## src/rtl/dmem_arb_if.sv

```systemverilog
// Bundle of the two requester channels and the single-port SRAM channel
// seen by dmem_arbiter.
interface dmem_arb_if #(
  parameter int ADDR_W = 64,
  parameter int DATA_W = 64
);
  logic              core_valid;
  logic [ADDR_W-1:0] core_addr;
  logic              core_wen;
  logic              core_ren;
  logic [DATA_W-1:0] core_wdata;
  logic              core_ready;
  logic              core_stall;
  logic              core_rvalid;
  logic [DATA_W-1:0] core_rdata;

  logic              ext_valid;
  logic [ADDR_W-1:0] ext_addr;
  logic              ext_wen;
  logic              ext_ren;
  logic [DATA_W-1:0] ext_wdata;
  logic              ext_lock;
  logic              ext_ready;
  logic              ext_rvalid;
  logic [DATA_W-1:0] ext_rdata;
  logic              lock_abort;

  logic [ADDR_W-1:0] mem_addr;
  logic              mem_wen;
  logic              mem_ren;
  logic [DATA_W-1:0] mem_wdata;
  logic [DATA_W-1:0] mem_rdata;

  // Arbiter side.
  modport slave (
    input  core_valid, core_addr, core_wen, core_ren, core_wdata,
    output core_ready, core_stall, core_rvalid, core_rdata,
    input  ext_valid, ext_addr, ext_wen, ext_ren, ext_wdata, ext_lock,
    output ext_ready, ext_rvalid, ext_rdata, lock_abort,
    output mem_addr, mem_wen, mem_ren, mem_wdata,
    input  mem_rdata
  );

  // Requester + SRAM side.
  modport master (
    output core_valid, core_addr, core_wen, core_ren, core_wdata,
    input  core_ready, core_stall, core_rvalid, core_rdata,
    output ext_valid, ext_addr, ext_wen, ext_ren, ext_wdata, ext_lock,
    input  ext_ready, ext_rvalid, ext_rdata, lock_abort,
    input  mem_addr, mem_wen, mem_ren, mem_wdata,
    output mem_rdata
  );
endinterface

```

## src/rtl/dmem_arbiter.sv

```systemverilog
// Single-port data memory arbiter: core MEM stage vs external loader, with
// round-robin ties and bounded ext bursts. DMEM_ARB_STATS_EN adds counters.
module dmem_arbiter #(
  parameter int ADDR_W   = 64,
  parameter int DATA_W   = 64,
  parameter int MAX_LOCK = 16
`ifdef DMEM_ARB_STATS_EN
  , parameter int CNT_W  = 16
`endif
) (
  input  logic       clk,
  input  logic       rst,
  dmem_arb_if.slave  bus,
  output logic       state_dbg_o
`ifdef DMEM_ARB_STATS_EN
  , output logic [CNT_W-1:0] stat_conflict
  , output logic [CNT_W-1:0] stat_core_stall
  , output logic [CNT_W-1:0] stat_abort
`endif
);

  // Handshake: a request transfers in the cycle valid & ready are both high;
  // requesters hold their request stable until ready, and ready is raised
  // only for the granted requester.
  typedef enum logic {S_IDLE = 1'b0, S_LOCK = 1'b1} state_e;

  localparam int LW = $clog2(MAX_LOCK + 1);

  state_e            state_q, state_d;
  logic              last_grant_q, last_grant_d;
  logic [LW-1:0]     lock_cnt_q, lock_cnt_d;
  logic [1:0]        rsp_owner_q, rsp_owner_d;
  logic              gnt_core, gnt_ext, abort;
  logic [ADDR_W-1:0] req_addr;
  logic [DATA_W-1:0] req_wdata;
  logic              req_wen, req_ren, req_rd;

  always_comb begin
    state_d      = state_q;
    last_grant_d = last_grant_q;
    lock_cnt_d   = lock_cnt_q;
    gnt_core     = 1'b0;
    gnt_ext      = 1'b0;
    abort        = 1'b0;
    if (!rst) begin
      case (state_q)
        S_IDLE: begin
          if (bus.core_valid && bus.ext_valid) begin
            gnt_core = last_grant_q;
            gnt_ext  = ~last_grant_q;
          end else begin
            gnt_core = bus.core_valid;
            gnt_ext  = bus.ext_valid;
          end
          if (gnt_ext && bus.ext_lock) begin
            state_d    = S_LOCK;
            lock_cnt_d = LW'(1);
          end
        end
        S_LOCK: begin
          gnt_ext = bus.ext_valid;
          if (gnt_ext) begin
            if (!bus.ext_lock) begin
              state_d    = S_IDLE;
              lock_cnt_d = '0;
            end else if (lock_cnt_q == LW'(MAX_LOCK - 1)) begin
              // This beat would reach the bound: end the burst so the core
              // gets the next tie.
              state_d    = S_IDLE;
              lock_cnt_d = '0;
              abort      = 1'b1;
            end else begin
              lock_cnt_d = lock_cnt_q + LW'(1);
            end
          end
        end
        default: state_d = S_IDLE;
      endcase
      if (gnt_core || gnt_ext) last_grant_d = gnt_ext;
    end
  end

  always_comb begin
    req_addr  = '0;
    req_wdata = '0;
    req_wen   = 1'b0;
    req_ren   = 1'b0;
    if (gnt_core) begin
      req_addr  = bus.core_addr;
      req_wdata = bus.core_wdata;
      req_wen   = bus.core_wen;
      req_ren   = bus.core_ren;
    end else if (gnt_ext) begin
      req_addr  = bus.ext_addr;
      req_wdata = bus.ext_wdata;
      req_wen   = bus.ext_wen;
      req_ren   = bus.ext_ren;
    end
  end

  // A write wins over a simultaneous read; only pure reads get a response.
  assign req_rd      = req_ren & ~req_wen;
  assign rsp_owner_d = {gnt_ext & req_rd, gnt_core & req_rd};

  assign bus.mem_addr   = req_addr;
  assign bus.mem_wdata  = req_wdata;
  assign bus.mem_wen    = req_wen;
  assign bus.mem_ren    = req_rd;

  assign bus.core_ready  = gnt_core;
  assign bus.ext_ready   = gnt_ext;
  assign bus.core_stall  = bus.core_valid & ~gnt_core & ~rst;
  assign bus.lock_abort  = abort;
  assign bus.core_rvalid = rsp_owner_q[0] & ~rst;
  assign bus.ext_rvalid  = rsp_owner_q[1] & ~rst;
  assign bus.core_rdata  = bus.core_rvalid ? bus.mem_rdata : '0;
  assign bus.ext_rdata   = bus.ext_rvalid ? bus.mem_rdata : '0;
  assign state_dbg_o     = (state_q == S_LOCK);

  always_ff @(posedge clk) begin
    if (rst) begin
      state_q      <= S_IDLE;
      last_grant_q <= 1'b1;
      lock_cnt_q   <= '0;
      rsp_owner_q  <= '0;
    end else begin
      state_q      <= state_d;
      last_grant_q <= last_grant_d;
      lock_cnt_q   <= lock_cnt_d;
      rsp_owner_q  <= rsp_owner_d;
    end
  end

`ifdef DMEM_ARB_STATS_EN
  logic [CNT_W-1:0] conflict_q, stall_q, abort_q;

  always_ff @(posedge clk) begin
    if (rst) begin
      conflict_q <= '0;
      stall_q    <= '0;
      abort_q    <= '0;
    end else begin
      if (bus.core_valid && bus.ext_valid && !(&conflict_q)) conflict_q <= conflict_q + CNT_W'(1);
      if (bus.core_stall && !(&stall_q)) stall_q <= stall_q + CNT_W'(1);
      if (abort && !(&abort_q)) abort_q <= abort_q + CNT_W'(1);
    end
  end

  assign stat_conflict   = conflict_q;
  assign stat_core_stall = stall_q;
  assign stat_abort      = abort_q;
`endif

endmodule

```

## src/flat_wrapper.sv

```systemverilog
// flat-port wrapper written by rule: the top's interface ports become plain ports
module dmem_arbiter_flat 
#(
  parameter int ADDR_W   = 64,
  parameter int DATA_W   = 64,
  parameter int MAX_LOCK = 16

)
  (clk, rst, state_dbg_o, bus_core_valid, bus_core_addr, bus_core_wen, bus_core_ren, bus_core_wdata, bus_core_ready, bus_core_stall, bus_core_rvalid, bus_core_rdata, bus_ext_valid, bus_ext_addr, bus_ext_wen, bus_ext_ren, bus_ext_wdata, bus_ext_lock, bus_ext_ready, bus_ext_rvalid, bus_ext_rdata, bus_lock_abort, bus_mem_addr, bus_mem_wen, bus_mem_ren, bus_mem_wdata, bus_mem_rdata);
  dmem_arb_if #(.ADDR_W(ADDR_W), .DATA_W(DATA_W)) bus_i ();
  input  logic clk;
  input  logic rst;
  output logic state_dbg_o;
  input wire logic [$bits(bus_i.core_valid)-1:0] bus_core_valid;
  input wire logic [$bits(bus_i.core_addr)-1:0] bus_core_addr;
  input wire logic [$bits(bus_i.core_wen)-1:0] bus_core_wen;
  input wire logic [$bits(bus_i.core_ren)-1:0] bus_core_ren;
  input wire logic [$bits(bus_i.core_wdata)-1:0] bus_core_wdata;
  output wire logic [$bits(bus_i.core_ready)-1:0] bus_core_ready;
  output wire logic [$bits(bus_i.core_stall)-1:0] bus_core_stall;
  output wire logic [$bits(bus_i.core_rvalid)-1:0] bus_core_rvalid;
  output wire logic [$bits(bus_i.core_rdata)-1:0] bus_core_rdata;
  input wire logic [$bits(bus_i.ext_valid)-1:0] bus_ext_valid;
  input wire logic [$bits(bus_i.ext_addr)-1:0] bus_ext_addr;
  input wire logic [$bits(bus_i.ext_wen)-1:0] bus_ext_wen;
  input wire logic [$bits(bus_i.ext_ren)-1:0] bus_ext_ren;
  input wire logic [$bits(bus_i.ext_wdata)-1:0] bus_ext_wdata;
  input wire logic [$bits(bus_i.ext_lock)-1:0] bus_ext_lock;
  output wire logic [$bits(bus_i.ext_ready)-1:0] bus_ext_ready;
  output wire logic [$bits(bus_i.ext_rvalid)-1:0] bus_ext_rvalid;
  output wire logic [$bits(bus_i.ext_rdata)-1:0] bus_ext_rdata;
  output wire logic [$bits(bus_i.lock_abort)-1:0] bus_lock_abort;
  output wire logic [$bits(bus_i.mem_addr)-1:0] bus_mem_addr;
  output wire logic [$bits(bus_i.mem_wen)-1:0] bus_mem_wen;
  output wire logic [$bits(bus_i.mem_ren)-1:0] bus_mem_ren;
  output wire logic [$bits(bus_i.mem_wdata)-1:0] bus_mem_wdata;
  input wire logic [$bits(bus_i.mem_rdata)-1:0] bus_mem_rdata;
  assign bus_i.core_valid = bus_core_valid;
  assign bus_i.core_addr = bus_core_addr;
  assign bus_i.core_wen = bus_core_wen;
  assign bus_i.core_ren = bus_core_ren;
  assign bus_i.core_wdata = bus_core_wdata;
  assign bus_core_ready = bus_i.core_ready;
  assign bus_core_stall = bus_i.core_stall;
  assign bus_core_rvalid = bus_i.core_rvalid;
  assign bus_core_rdata = bus_i.core_rdata;
  assign bus_i.ext_valid = bus_ext_valid;
  assign bus_i.ext_addr = bus_ext_addr;
  assign bus_i.ext_wen = bus_ext_wen;
  assign bus_i.ext_ren = bus_ext_ren;
  assign bus_i.ext_wdata = bus_ext_wdata;
  assign bus_i.ext_lock = bus_ext_lock;
  assign bus_ext_ready = bus_i.ext_ready;
  assign bus_ext_rvalid = bus_i.ext_rvalid;
  assign bus_ext_rdata = bus_i.ext_rdata;
  assign bus_lock_abort = bus_i.lock_abort;
  assign bus_mem_addr = bus_i.mem_addr;
  assign bus_mem_wen = bus_i.mem_wen;
  assign bus_mem_ren = bus_i.mem_ren;
  assign bus_mem_wdata = bus_i.mem_wdata;
  assign bus_i.mem_rdata = bus_mem_rdata;
  dmem_arbiter #(.ADDR_W(ADDR_W), .DATA_W(DATA_W), .MAX_LOCK(MAX_LOCK)) u_core (.clk(clk), .rst(rst), .bus(bus_i), .state_dbg_o(state_dbg_o));
endmodule
```

## config.mk

```make
export PLATFORM = sky130hd
export DESIGN_NAME = dmem_arbiter_flat
export DESIGN_NICKNAME = d
export VERILOG_FILES = /design/src/rtl/dmem_arb_if.sv /design/src/rtl/dmem_arbiter.sv /design/src/flat_wrapper.sv
export SDC_FILE = /design/constraint.sdc
export NUM_CORES = 1
export LEC_CHECK = 0
export CORE_AREA = 2 2 232 234
export CTS_CLUSTER_SIZE = 14
export DETAILED_ROUTE_END_ITERATION = 12
export DIE_AREA = 0 0 234 236
export PLACE_DENSITY = 0.34
export SLEW_MARGIN = 20
export SYNTH_ARGS = -nofsm -noshare
export SYNTH_HDL_FRONTEND = slang
export SYNTH_SLANG_ARGS = --single-unit
export TNS_END_PERCENT = 100
```

## constraint.sdc

```tcl
create_clock -name clk -period 3.76 [get_ports clk]
set_clock_uncertainty 0.1 [all_clocks]
set_input_delay 0.94 -clock clk [delete_from_list [all_inputs] [get_ports clk]]
set_output_delay 0.94 -clock clk [all_outputs]
set_load 0.03 [all_outputs]
```

==> qor.csv, run 1 <==
metric;value;unit
clock tree from TritonCTS;yes;
period utilisation layout;93.82;%
global-route wire length before repair;38.92;mm
register bit total from synthesis;9;
worst hold-check path type;reg2reg;
number of nets at the end of the flow;1289;
Post-Synthesis Net Count;686;
number of non-filler instances in the completed layout;1654;
maximum net fanout on the critical path;11;
most frequent cells in the layout;sky130_fd_sc_hd__clkdlybuf4s50_1, sky130_fd_sc_hd__buf_4, sky130_fd_sc_hd__and2_1, sky130_fd_sc_hd__a22o_1, sky130_fd_sc_hd__buf_12;
number of clock buffers inserted by TritonCTS;3;
final core utilization;18.92;%
Crit Path Category;in2out;
aggregate negative setup slack;0;ns
number of global-route vias before repair;5404;
Root Driver;sky130_fd_sc_hd__clkbuf_16;
number of rows in the core area;85;
leakage power figure;4.397;nW
pin slew with the least headroom to its limit;0.4106;ns
sw power;0.0006105;W
sequential fraction of the synthesis area;6.726;%
switching share of total power;39.52;%
proportion of layout cells with a drive suffix above 1;36.01;%
maximum single-stage delay on the critical path;0.37;ns
P_int;0.0009343;W
overall die area;55220;sq um
Fin. Hold Viols;0;
input/output buffers;593;
Die W;234;microns
max frequency;0.2835;GHz
vertical extent of the die;236;microns
clock latency reported for the late side of the worst-skew pair;0.24;ns
power density cells;153.8;nW/um^2
nature of the critical path endpoint;primary output;
critical path startpoint category;input port;
routability-driven placement congestion ratio;0.8152;
Critical Path RT;2.72;ns
sequential cell fraction of total power;6.7;%
initial cell density of the core;5.048;%
post-route DRC violation count;0;
number of unique standard cell types used by synthesis;32;
filler cell count;5936;
Top FF cell, synth;sky130_fd_sc_hd__dfxtp_1;
number of violations of the max-capacitance limit;0;
cell with the largest stage delay on the worst path;sky130_fd_sc_hd__nor4b_4;
DR vias;5306;
VDD IR max;108.2;uV
most frequent standard cell in the layout excluding fill and tap cells;sky130_fd_sc_hd__clkdlybuf4s50_1;
overall overflow remaining after global route;0;
Total Power;0.001545;W
area inside the core boundary;53070;sq um
data arrival time of the worst path;2.49;ns
Inst Count DP;1640;
largest net degree at the start of global routing;63;
synthesized instance count;356;
First-pass DRT Iterations;4;
mean area per synthesized cell;7.525;sq um
Boundary Pins;594;
fin. max-slew vios;0;
GR Util All Layers;9.834;%
area delta synth->final;274.8;%
remaining antenna violation count;0;
ratio of routed vias to standard cells;3.208;
Final min period;3.528;ns
Rel. slew slack;72.59;%
run status;finished, final reports clean;
Avg WL per Cell;18.48;microns
number of enable flip-flop cells after synthesis;0;
logic gate share of total power;80.8;%
count of routing violations after the opening detailed-route iteration;168;
Yosys warnings;0;
number of inserted diodes;0;
maximum level of the CTS H-tree;1;
total wirelength of the detailed-routed design;30.57;mm
share of power burned in the clock network;12.5;%
setup repair after global routing missed its margin;false;
CP Cell Sequence;dlymetal6s2s_1, nor2b_2, nor4b_4, buf_12, buf_16, buf_16, a22o_1, buf_12;
Post-Synthesis Cell Area;2679;sq um
clock transition at the register clock pins on the worst setup and hold paths after CTS;0.04;ns
number of clock sinks;9;
share of synthesized registers carrying an async set or reset;0;%
number of endpoints failing setup at the final stage;0;
half-perimeter wire length of the detailed placement result;26.55;mm
maximum clock path buffer count;2;
initial antenna violation count;4;
==> per-layer routing <==
layer	routed length, microns	share of wire (%)	GRT usage (%)	vias up
li1	-	-	-	2541
met1	11470	38	10.60	2395
met5	38	0.12	0	-
met2	15930	52	18.83	346
met4	302	0.99	1.534	6
met3	2832	9.3	2.950	18
==> synth_stat cells, types with 2 or more instances <==
| cell type | number | area, sq um |
|---|---|---|
| sky130_fd_sc_hd__nand2_1 | 4 | 15.01 |
| sky130_fd_sc_hd__a21oi_1 | 2 | 10.01 |
| sky130_fd_sc_hd__buf_6 | 8 | 90.09 |
| sky130_fd_sc_hd__o32ai_1 | 2 | 17.52 |
| sky130_fd_sc_hd__and2_1 | 129 | 807.0 |
| sky130_fd_sc_hd__o21a_1 | 2 | 15.01 |
| sky130_fd_sc_hd__a31oi_1 | 2 | 12.51 |
| sky130_fd_sc_hd__clkbuf_1 | 21 | 78.83 |
| sky130_fd_sc_hd__buf_2 | 14 | 70.07 |
| sky130_fd_sc_hd__nor2b_1 | 4 | 25.02 |
| sky130_fd_sc_hd__nand2b_1 | 5 | 31.28 |
| sky130_fd_sc_hd__nor2_1 | 3 | 11.26 |
| sky130_fd_sc_hd__inv_1 | 2 | 7.510 |
| sky130_fd_sc_hd__and3_1 | 2 | 12.51 |
| sky130_fd_sc_hd__dfxtp_1 | 9 | 180.2 |
| sky130_fd_sc_hd__nand3_1 | 3 | 15.01 |
| sky130_fd_sc_hd__a22o_1 | 129 | 1130 |
==> cells by family (layout without fill, tap and decap cells) <==
| logic type | Yosys count | after routing | synth area share [%] |
|---|---|---|---|
| AO/OA/AOI/OAI | 143 | 143 | 46.10 |
| AND/OR/NAND/NOR | 156 | 156 | 36.90 |
| adder cells (fa/ha/maj) | 1 | 1 | 0.4670 |
| XOR/XNOR | 1 | 1 | 0.3270 |
| buffers and inverters | 46 | 648 | 9.482 |
| flip-flops | 9 | 9 | 6.726 |
==> power groups by stage <==
stage | Combinational [W] | Clock [W] | Sequential (W)
2_1_floorplan | 0.000436 | 0 | 0.000104
3_3_place_gp | 0.00119 | 0 | 0.000105
3_5_place_dp | 0.00119 | 0 | 0.000105
4_1_cts | 0.00122 | 0.000194 | 0.000104
5_1_grt | 0.00131 | 0.000200 | 0.000104
6_report | 0.00125 | 0.000192 | 0.000104
==> registers in the layout, summed over array words and instances (netlist names) <==
signal and cells:
u_core.last_grant_q 1, u_core.lock_cnt_q 5, u_core.rsp_owner_q 2, u_core.state_dbg_o 1
==> final timing paths <==
path,from,end,slack (ns),cells past startpoint
worst max-delay path,bus_ext_valid,bus_mem_wdata[54],0.23,8
worst min-delay path,u_core.lock_cnt_q[4]$_SDFFE_PP0P_,u_core.lock_cnt_q[4]$_SDFFE_PP0P_,0.36,2
worst max register to register,u_core.state_dbg_o$_SDFF_PP0_,u_core.rsp_owner_q[1]$_SDFF_PP0_,1.68,6
worst min register to register,u_core.lock_cnt_q[4]$_SDFFE_PP0P_,u_core.lock_cnt_q[4]$_SDFFE_PP0P_,0.36,2
==> cell type report <==
cell class | instances | area (sq um) | share of cell area [%]
well taps | 696 | 870.8 | 8.673
repair buffers | 642 | 6447 | 64.21
clock buffers | 4 | 78.83 | 0.7850
inverters | 2 | 7.507 | 0.07477
multi-input cells | 301 | 2456 | 24.46
flip-flops and latches | 9 | 180.2 | 1.794
==> critical path: cells and delay by family <==
| family | cells | cell delay (ns) |
|---|---|---|
| AOI/OAI and AO/OA | 1 | 0.18 |
| buffers and inverters | 5 | 0.79 |
| and+or+nand+nor | 2 | 0.55 |
==> stage by stage <==
stage	area, sq um	hold slack, ns	setup WS [ns]
after floorplan	2679	0.3307	0.4415
after global placement	9493	0.3470	-0.06631
after detailed placement	9493	0.3517	-0.1077
after CTS	9732	0.3562	-0.03457
after global routing	10040	0.3726	0.1578
final	10040	0.3568	0.2323
==> repair_timing <==
action | 4_1_cts | 5_1_grt
gates cloned | 1 | 4
buffers inserted | 1 | 4
gates resized for setup | 16 | 27
pin swaps | 0 | 6
endpoints found under the setup margin | 27 | 121
hold buffers | 0 | 0
No activity file was read; power rests on OpenSTA's default activity.
==> run 2, diff against run 1 <==
Settings changed: CORE_AREA 2 2 232 234 to 2 2 230 232, DIE_AREA 0 0 234 236 to 0 0 232 234, PLACE_DENSITY 0.34 to 0.36, REMOVE_ABC_BUFFERS set to 1.
Clock period 3.76 ns to 3.2 ns, I/O delays scaled along.
==> run 2 against run 1 <==
Via count up 2.1%. Utilization grew 2.7 points. Worst hold slack lost 0.0018 ns. Sequential power up 14%. Routed wire length is 16% higher. Power up 35%. Final cell count grew 0.48%. Sequential share of layout area decreased by 0.19 points. Final area increased by 12%. Register-to-register slack lost 0.15 ns. First-iteration DRC count rose by 15%. Clock power up 16%. Critical path type unchanged. Critical endpoint is now bus_mem_wdata[12].
==> qor.csv, run 2 (synthesis results as in run 1) <==
metric;value;unit;change
nature of the critical path endpoint;primary output;;unchanged
data arrival time of the worst path;2.29;ns;was 2.49 ns
DR vias;5415;;was 5,306
number of nets at the end of the flow;1303;;was 1,289
run status;finished, final reports clean;;unchanged
maximum net fanout on the critical path;6;;was 11
VDD IR max;150.7;uV;was 108.2 uV
Fin. Hold Viols;0;;unchanged
clock latency reported for the late side of the worst-skew pair;0.23;ns;was 0.24 ns
max reg flops;5;;unchanged
worst hold-check path type;reg2reg;;unchanged
initial antenna violation count;13;;was 4
leading registers by flop count;u_core.lock_cnt_q x5, u_core.rsp_owner_q x2;;unchanged
Rel. slew slack;76.81;%;was 72.59%
First-pass DRT Iterations;4;;unchanged
number of endpoints failing setup at the final stage;0;;unchanged
max frequency;0.3136;GHz;
largest net degree at the start of global routing;66;;was 63
Avg WL per Cell;21.31;microns;was 18.48 microns
Critical Path RT;2.30;ns;was 2.72 ns
initial cell density of the core;5.149;%;was 5.048%
ratio of routed vias to standard cells;3.258;;was 3.208
vertical extent of the die;234;microns;was 236 microns
count of routing violations after the opening detailed-route iteration;194;;was 168
setup repair after global routing missed its margin;true;;was false
most frequent cells in the layout;sky130_fd_sc_hd__clkdlybuf4s50_1, sky130_fd_sc_hd__buf_4, sky130_fd_sc_hd__and2_1, sky130_fd_sc_hd__buf_12, sky130_fd_sc_hd__a22o_1;;was sky130_fd_sc_hd__clkdlybuf4s50_1, sky130_fd_sc_hd__buf_4, sky130_fd_sc_hd__and2_1, sky130_fd_sc_hd__a22o_1, sky130_fd_sc_hd__buf_12
filler cell count;5680;;was 5,936
input/output buffers;593;;unchanged
overall die area;54290;sq um;was 55,220 sq um
maximum level of the CTS H-tree;1;;unchanged
number of clock buffers inserted by TritonCTS;3;;unchanged
worst setup timing slack at the placement stage;-0.3404;ns;was -0.1077 ns
Final min period;3.189;ns;
post-route DRC violation count;0;;unchanged
proportion of layout cells with a drive suffix above 1;41.05;%;was 36.01%
clock transition at the register clock pins on the worst setup and hold paths after CTS;0.04;ns;about the same
clock tree from TritonCTS;yes;;unchanged
most frequent standard cell in the layout excluding fill and tap cells;sky130_fd_sc_hd__clkdlybuf4s50_1;;unchanged
number of clock sinks;9;;unchanged
sequential cell area;180.2;sq um;unchanged
Die W;232;microns;was 234 microns
area of combinational cells with multiple inputs;2803;sq um;was 2456 sq um
pin slew with the least headroom to its limit;0.3468;ns;was 0.4106 ns
Boundary Pins;594;;unchanged
area delta synth->final;319.3;%;was 274.8%
Crit Path Category;in2out;;unchanged
overall overflow remaining after global route;0;;unchanged
period utilisation layout;99.64;%;
power density cells;186.2;nW/um^2;was 153.8 nW/um^2
Register-to-Register Setup Slack;1.53;ns;was 1.68 ns
half-perimeter wire length of the detailed placement result;30.63;mm;was 26.55 mm
Root Driver;sky130_fd_sc_hd__clkbuf_16;;unchanged
maximum clock path buffer count;2;;unchanged
hold_buf cts;0;;unchanged
fin. max-slew vios;0;;unchanged
final setup margin;0.01142;ns;was 0.2323 ns
aggregate negative setup slack;0;ns;unchanged
routability-driven placement congestion ratio;0.8345;;was 0.8152
Worst Hold Slack;0.3550;ns;was 0.3568 ns
remaining antenna violation count;0;;unchanged
global-route wire length before repair;45.68;mm;was 38.92 mm
number of rows in the core area;84;;was 85
number of global-route vias before repair;5502;;was 5,404
critical path startpoint category;input port;;unchanged
GR Util All Layers;12.15;%;was 9.834%
leakage power figure;4.852;nW;was 4.397 nW
most flop-heavy register;u_core.lock_cnt_q;;unchanged
number of violations of the max-capacitance limit;0;;unchanged
total wirelength of the detailed-routed design;35.42;mm;was 30.57 mm
area inside the core boundary;52020;sq um;was 53,070 sq um
-- run 2: metal layers --
metal | global-route usage, % | part of all wire, %
met1 | 14.12 | 39
met5 | 0 | 0.29
met3 | 4.827 | 10
met2 | 21.59 | 49
met4 | 1.262 | 1.1
-- run 2: cell type report --
class	count	share of cell area (%)
inverters	2	0.06684
repair buffers	656	64.97
diodes	2	0.04456
well taps	688	7.664
flip-flops and latches	9	1.604
clock buffers	4	0.7018
multi-input cells	301	24.95
-- run 2: timing repair --
item | 4_1_cts | 5_1_grt
endpoints found under the hold margin | 0 | 0
endpoints found under the setup margin | 217 | 60
gates resized for setup | 93 | 31
setup buffers | 12 | 0
pin swaps | 13 | 15
cloned | 6 | 1
-- run 2: metrics by stage --
stage | instances | power [W] | utilization [%] | area [sq um]
after detailed placement | 1638 | 0.001699 | 19.47 | 10130
after floorplan | 312 | 0.0006226 | - | 2432
after CTS | 1660 | 0.002095 | 21.24 | 11050
after global routing | 1660 | 0.002182 | 21.58 | 11230
final | 1662 | 0.002092 | 21.59 | 11230
after global placement | 1638 | 0.001699 | 19.47 | 10130
-- run 2: worst paths after layout --
check | from | endpoint | depth (start not counted)
setup / recovery | rst | bus_mem_wdata[12] | 9
hold / removal | u_core.lock_cnt_q[4]$_SDFFE_PP0P_ | u_core.lock_cnt_q[4]$_SDFFE_PP0P_ | 2
setup reg to reg | u_core.last_grant_q$_SDFFE_PP1P_ | u_core.rsp_owner_q[1]$_SDFF_PP0_ | 7
hold reg to reg | u_core.lock_cnt_q[4]$_SDFFE_PP0P_ | u_core.lock_cnt_q[4]$_SDFFE_PP0P_ | 2
-- run 2: report_power, final --
| group | total (W) | switching [W] | internal (W) |
|---|---|---|---|
| sequential | 0.000119 | 0.00000295 | 0.000116 |
| combinational | 0.00175 | 0.000761 | 0.000989 |
| clock | 0.000223 | 0.0000560 | 0.000167 |
| total | 0.00209 | 0.000820 | 0.00127 |
-- run 2: worst max-delay path: stages --
cell and delay, ns:
sky130_fd_sc_hd__clkdlybuf4s15_1 0.18, sky130_fd_sc_hd__buf_6 0.13, sky130_fd_sc_hd__nor3b_4 0.22, sky130_fd_sc_hd__buf_12 0.14
sky130_fd_sc_hd__buf_16 0.14, sky130_fd_sc_hd__buf_4 0.15, sky130_fd_sc_hd__buf_4 0.14, sky130_fd_sc_hd__a22o_1 0.21
sky130_fd_sc_hd__buf_12 0.14
==> run 3, diff against run 2 <==
Settings changed: ABC_AREA set to 1, CORE_AREA 2 2 230 232 to 2 2 228 230, DIE_AREA 0 0 232 234 to 0 0 230 232, PLACE_DENSITY 0.36 to 0.37.
==> run 3 against run 2 <==
Power is 8.1% lower. Sequential cell count did not move. First-iteration DRC count rose by 14%. Area after synthesis up 10%. Final cell count is 19% higher. Via count rose by 18%. Global-route usage fell by 0.17 points. Die area down 1.7%. Critical path type unchanged. Critical endpoint is now bus_mem_addr[18].
==> qor.csv, run 3 <==
metric;value;unit;change
run status;finished, final reports clean;;unchanged
Boundary Pins;594;;unchanged
area of combinational cells with multiple inputs;2250;sq um;was 2803 sq um
GR Util All Layers;11.98;%;was 12.15%
worst hold-check path type;reg2reg;;unchanged
number of nets at the end of the flow;1635;;was 1,303
Total Power;0.001923;W;was 0.002092 W
Final min period;3.096;ns;was 3.189 ns
final core utilization;20.96;%;was 21.59%
maximum level of the CTS H-tree;1;;unchanged
max frequency;0.3230;GHz;was 0.3136 GHz
area inside the core boundary;50890;sq um;was 52,020 sq um
initial antenna violation count;8;;was 13
number of non-filler instances in the completed layout;1985;;was 1,662
sequential cell area;180.2;sq um;unchanged
number of clock sinks;9;;unchanged
destination of the worst hold path;u_core.lock_cnt_q[4]$_SDFFE_PP0P_;;unchanged
number of enable flip-flop cells after synthesis;0;;unchanged
filler cell count;5830;;was 5,680
post-route DRC violation count;0;;unchanged
overall overflow remaining after global route;0;;unchanged
power density cells;180.3;nW/um^2;was 186.2 nW/um^2
combinational family with the most area after synthesis;simple AND/OR/NAND/NOR gates;;was compound AO/OA/AOI/OAI gates
Yosys warnings;0;;unchanged
period utilisation layout;96.76;%;was 99.64%
clock tree from TritonCTS;yes;;unchanged
pin slew with the least headroom to its limit;0.3242;ns;was 0.3468 ns
maximum net fanout on the critical path;7;;was 6
dominant cell type by area after synthesis;sky130_fd_sc_hd__nand2_1;;was sky130_fd_sc_hd__a22o_1
critical path startpoint category;input port;;unchanged
number of global-route vias before repair;6340;;was 5,502
maximum single-stage delay on the critical path;0.29;ns;was 0.22 ns
synthesized instance count;698;;was 356
worst setup timing slack at the placement stage;-0.2812;ns;was -0.3404 ns
cells on worst reg2reg path;7;;unchanged
total wirelength of the detailed-routed design;34.80;mm;was 35.42 mm
Rel. slew slack;78.32;%;was 76.81%
largest net degree at the start of global routing;42;;was 66
number of unique standard cell types used by synthesis;18;;was 32
proportion of layout cells with a drive suffix above 1;27.07;%;was 41.05%
final setup margin;0.1036;ns;was 0.01142 ns
VDD IR max;112.2;uV;was 150.7 uV
remaining antenna violation count;0;;unchanged
synthesized-area fraction occupied by adder cells;0.4228;%;was 0.4671%
Register-to-Register Setup Slack;1.80;ns;was 1.53 ns
ratio of routed vias to standard cells;3.217;;was 3.258
largest cells by area after synthesis;sky130_fd_sc_hd__nand2_1, sky130_fd_sc_hd__nor2_1, sky130_fd_sc_hd__inv_1, sky130_fd_sc_hd__dfxtp_1, sky130_fd_sc_hd__buf_2;;was sky130_fd_sc_hd__a22o_1, sky130_fd_sc_hd__and2_1, sky130_fd_sc_hd__dfxtp_1, sky130_fd_sc_hd__buf_6, sky130_fd_sc_hd__clkbuf_1
number of violations of the max-capacitance limit;0;;unchanged
routability-driven placement congestion ratio;0.8521;;was 0.8345
leakage power figure;5.320;nW;was 4.852 nW
Post-synth top cells;sky130_fd_sc_hd__nand2_1, sky130_fd_sc_hd__nor2_1, sky130_fd_sc_hd__inv_1;;was sky130_fd_sc_hd__a22o_1, sky130_fd_sc_hd__and2_1, sky130_fd_sc_hd__clkbuf_1
global-route wire length before repair;45.83;mm;was 45.68 mm
number of clock buffers inserted by TritonCTS;3;;unchanged
data arrival time of the worst path;2.20;ns;was 2.29 ns
input/output buffers;593;;unchanged
register bit total from synthesis;9;;unchanged
Critical Path RT;2.30;ns;about the same
Post-Synthesis Cell Area;2959;sq um;was 2679 sq um
mean area per synthesized cell;4.239;sq um;was 7.525 sq um
Avg WL per Cell;17.53;microns;was 21.31 microns
CP Cell Sequence;dlygate4sd2_1, nand2_2, nand3_2, bufinv_8, buf_12, buf_4, buf_4, nand2_1, nand2_2, buf_12;;was clkdlybuf4s15_1, buf_6, nor3b_4, buf_12, buf_16, buf_4, buf_4, a22o_1, buf_12
Reg2Reg Launch Point;u_core.state_dbg_o$_SDFF_PP0_;;was u_core.last_grant_q$_SDFFE_PP1P_
beginning of the worst hold path;u_core.lock_cnt_q[4]$_SDFFE_PP0P_;;unchanged
Root Driver;sky130_fd_sc_hd__clkbuf_16;;unchanged
worst hold path depth;2;;unchanged
Die W;230;microns;was 232 microns
portion of netlist area occupied by mux cells;0;%;unchanged
clock latency reported for the late side of the worst-skew pair;0.23;ns;about the same
DR vias;6386;;was 5,415
sum of buffers and inverters on the critical path;6;;was 7
most frequent cell after synthesis;sky130_fd_sc_hd__nand2_1;;
Inst Count DP;1972;;was 1,638
most frequent standard cell in the layout excluding fill and tap cells;sky130_fd_sc_hd__nand2_1;;was sky130_fd_sc_hd__clkdlybuf4s50_1
clock transition at the register clock pins on the worst setup and hold paths after CTS;0.04;ns;about the same
most frequent cells in the layout;sky130_fd_sc_hd__nand2_1, sky130_fd_sc_hd__clkdlybuf4s50_1, sky130_fd_sc_hd__buf_4, sky130_fd_sc_hd__nor2_1, sky130_fd_sc_hd__buf_12;;was sky130_fd_sc_hd__clkdlybuf4s50_1, sky130_fd_sc_hd__buf_4, sky130_fd_sc_hd__and2_1, sky130_fd_sc_hd__buf_12, sky130_fd_sc_hd__a22o_1
count of routing violations after the opening detailed-route iteration;222;;was 194
setup repair after global routing missed its margin;false;;was true
overall die area;53360;sq um;was 54,290 sq um
First-pass DRT Iterations;4;;unchanged
share of synthesized registers carrying an async set or reset;0;%;unchanged
max reg flops;5;;unchanged
sequential fraction of the synthesis area;6.089;%;was 6.726%
number of endpoints failing setup at the final stage;0;;unchanged
fin. max-slew vios;0;;unchanged
leading registers by flop count;u_core.lock_cnt_q x5, u_core.rsp_owner_q x2;;unchanged
cell family contributing the most delay on the critical path;buffers and inverters;;unchanged
number of rows in the core area;83;;was 84
simple-gate portion of the synthesized area;71.67;%;was 36.90%
cell with the largest stage delay on the worst path;sky130_fd_sc_hd__dlygate4sd2_1;;was sky130_fd_sc_hd__nor3b_4
Crit Path Category;in2out;;unchanged
most flop-heavy register;u_core.lock_cnt_q;;unchanged
Synth Area in Compound Gates;1.649;%;was 46.10%
half-perimeter wire length of the detailed placement result;31.43;mm;was 30.63 mm
nature of the critical path endpoint;primary output;;unchanged
Top FF cell, synth;sky130_fd_sc_hd__dfxtp_1;;unchanged
XOR/XNOR share of the synthesized area;0;%;was 0.3270%
initial cell density of the core;5.815;%;was 5.149%
vertical extent of the die;232;microns;was 234 microns
Crit Reg-Reg Endpoint;u_core.lock_cnt_q[1]$_SDFFE_PP0P_;;was u_core.rsp_owner_q[1]$_SDFF_PP0_
area delta synth->final;260.4;%;was 319.3%
Fin. Hold Viols;0;;unchanged
share of the synthesized area in the top cell type;51.75;%;was 42.18%
maximum clock path buffer count;2;;unchanged
[run 3: changes by cell type in the layout (fill, tap and decap cells not counted), sizes merged, moves of 12 or more]
cell | previous run | this run
a22o | 129 | 0
buf | 327 | 315
nand2 | 4 | 411
nor2 | 3 | 133
inv | 2 | 78
and2 | 129 | 0
[run 3: how the worst max path moves through the flow]
| stage | end | cells past startpoint | startpoint | slack (ns) |
|---|---|---|---|---|
| 2_1_floorplan | bus_core_stall | 4 | rst | -0.24 |
| 3_3_place_gp | bus_mem_wdata[45] | 9 | bus_core_valid | -0.31 |
| 3_5_place_dp | bus_mem_wdata[45] | 9 | bus_core_valid | -0.28 |
| 4_1_cts | bus_mem_addr[18] | 10 | bus_ext_valid | 0.06 |
| 5_1_grt | bus_mem_addr[7] | 10 | bus_core_valid | 0.002 |
| 6_report | bus_mem_addr[18] | 10 | bus_ext_valid | 0.10 |
[run 3: layout make-up]
| type | instances | share of cell area, % |
|---|---|---|
| clock buffers | 4 | 0.7392 |
| flip-flops and latches | 9 | 1.690 |
| inverters | 80 | 3.062 |
| repair buffers | 645 | 65.41 |
| multi-input cells | 566 | 21.10 |
| well taps | 680 | 7.978 |
| diodes | 1 | 0.02347 |
[run 3: through the flow]
step | setup TNS [ns] | area (sq um) | hold WS (ns)
3_3_place_gp | -20.86 | 10320 | 0.3274
6_report | 0 | 10660 | 0.3355
4_1_cts | 0 | 10650 | 0.3381
2_1_floorplan | -47.03 | 2663 | 0.3169
5_1_grt | 0 | 10660 | 0.3638
3_5_place_dp | -19.40 | 10320 | 0.3309
[run 3: kinds of logic (layout without fill, tap and decap cells)]
logic type / Yosys count / after routing
AO/OA/AOI/OAI: 9 / 9
adder cells (fa/ha/maj): 1 / 1
buffers and inverters: 123 / 729
flip-flops: 9 / 9
other: 0 / 1
AND/OR/NAND/NOR: 556 / 556
[run 3: what timing repair did]
action	4_1_cts	5_1_grt
gates resized for setup	38	2
setup endpoints to repair	131	4
cloned	3	0
hold buffers	0	0
setup buffers	5	0
[run 3: report_power, final]
part / internal, W / switching, W
Combinational: 0.000833 / 0.000751
Clock: 0.000166 / 0.0000523
Sequential: 0.000116 / 0.00000377
[run 3: per-layer routing]
layer,global-route usage [%],vias to the layer above,routed length [microns]
met5,0,-,68
met4,1.573,10,467
met3,4.224,24,3530
met2,23.23,383,18210
met1,12.58,2751,12520
li1,-,3218,-
[run 3: worst min-delay path, delay by kind of cell, from the launching register on]
kind | cells | cell delay, ns
flops | 1 | 0.30
simple gates | 2 | 0.09
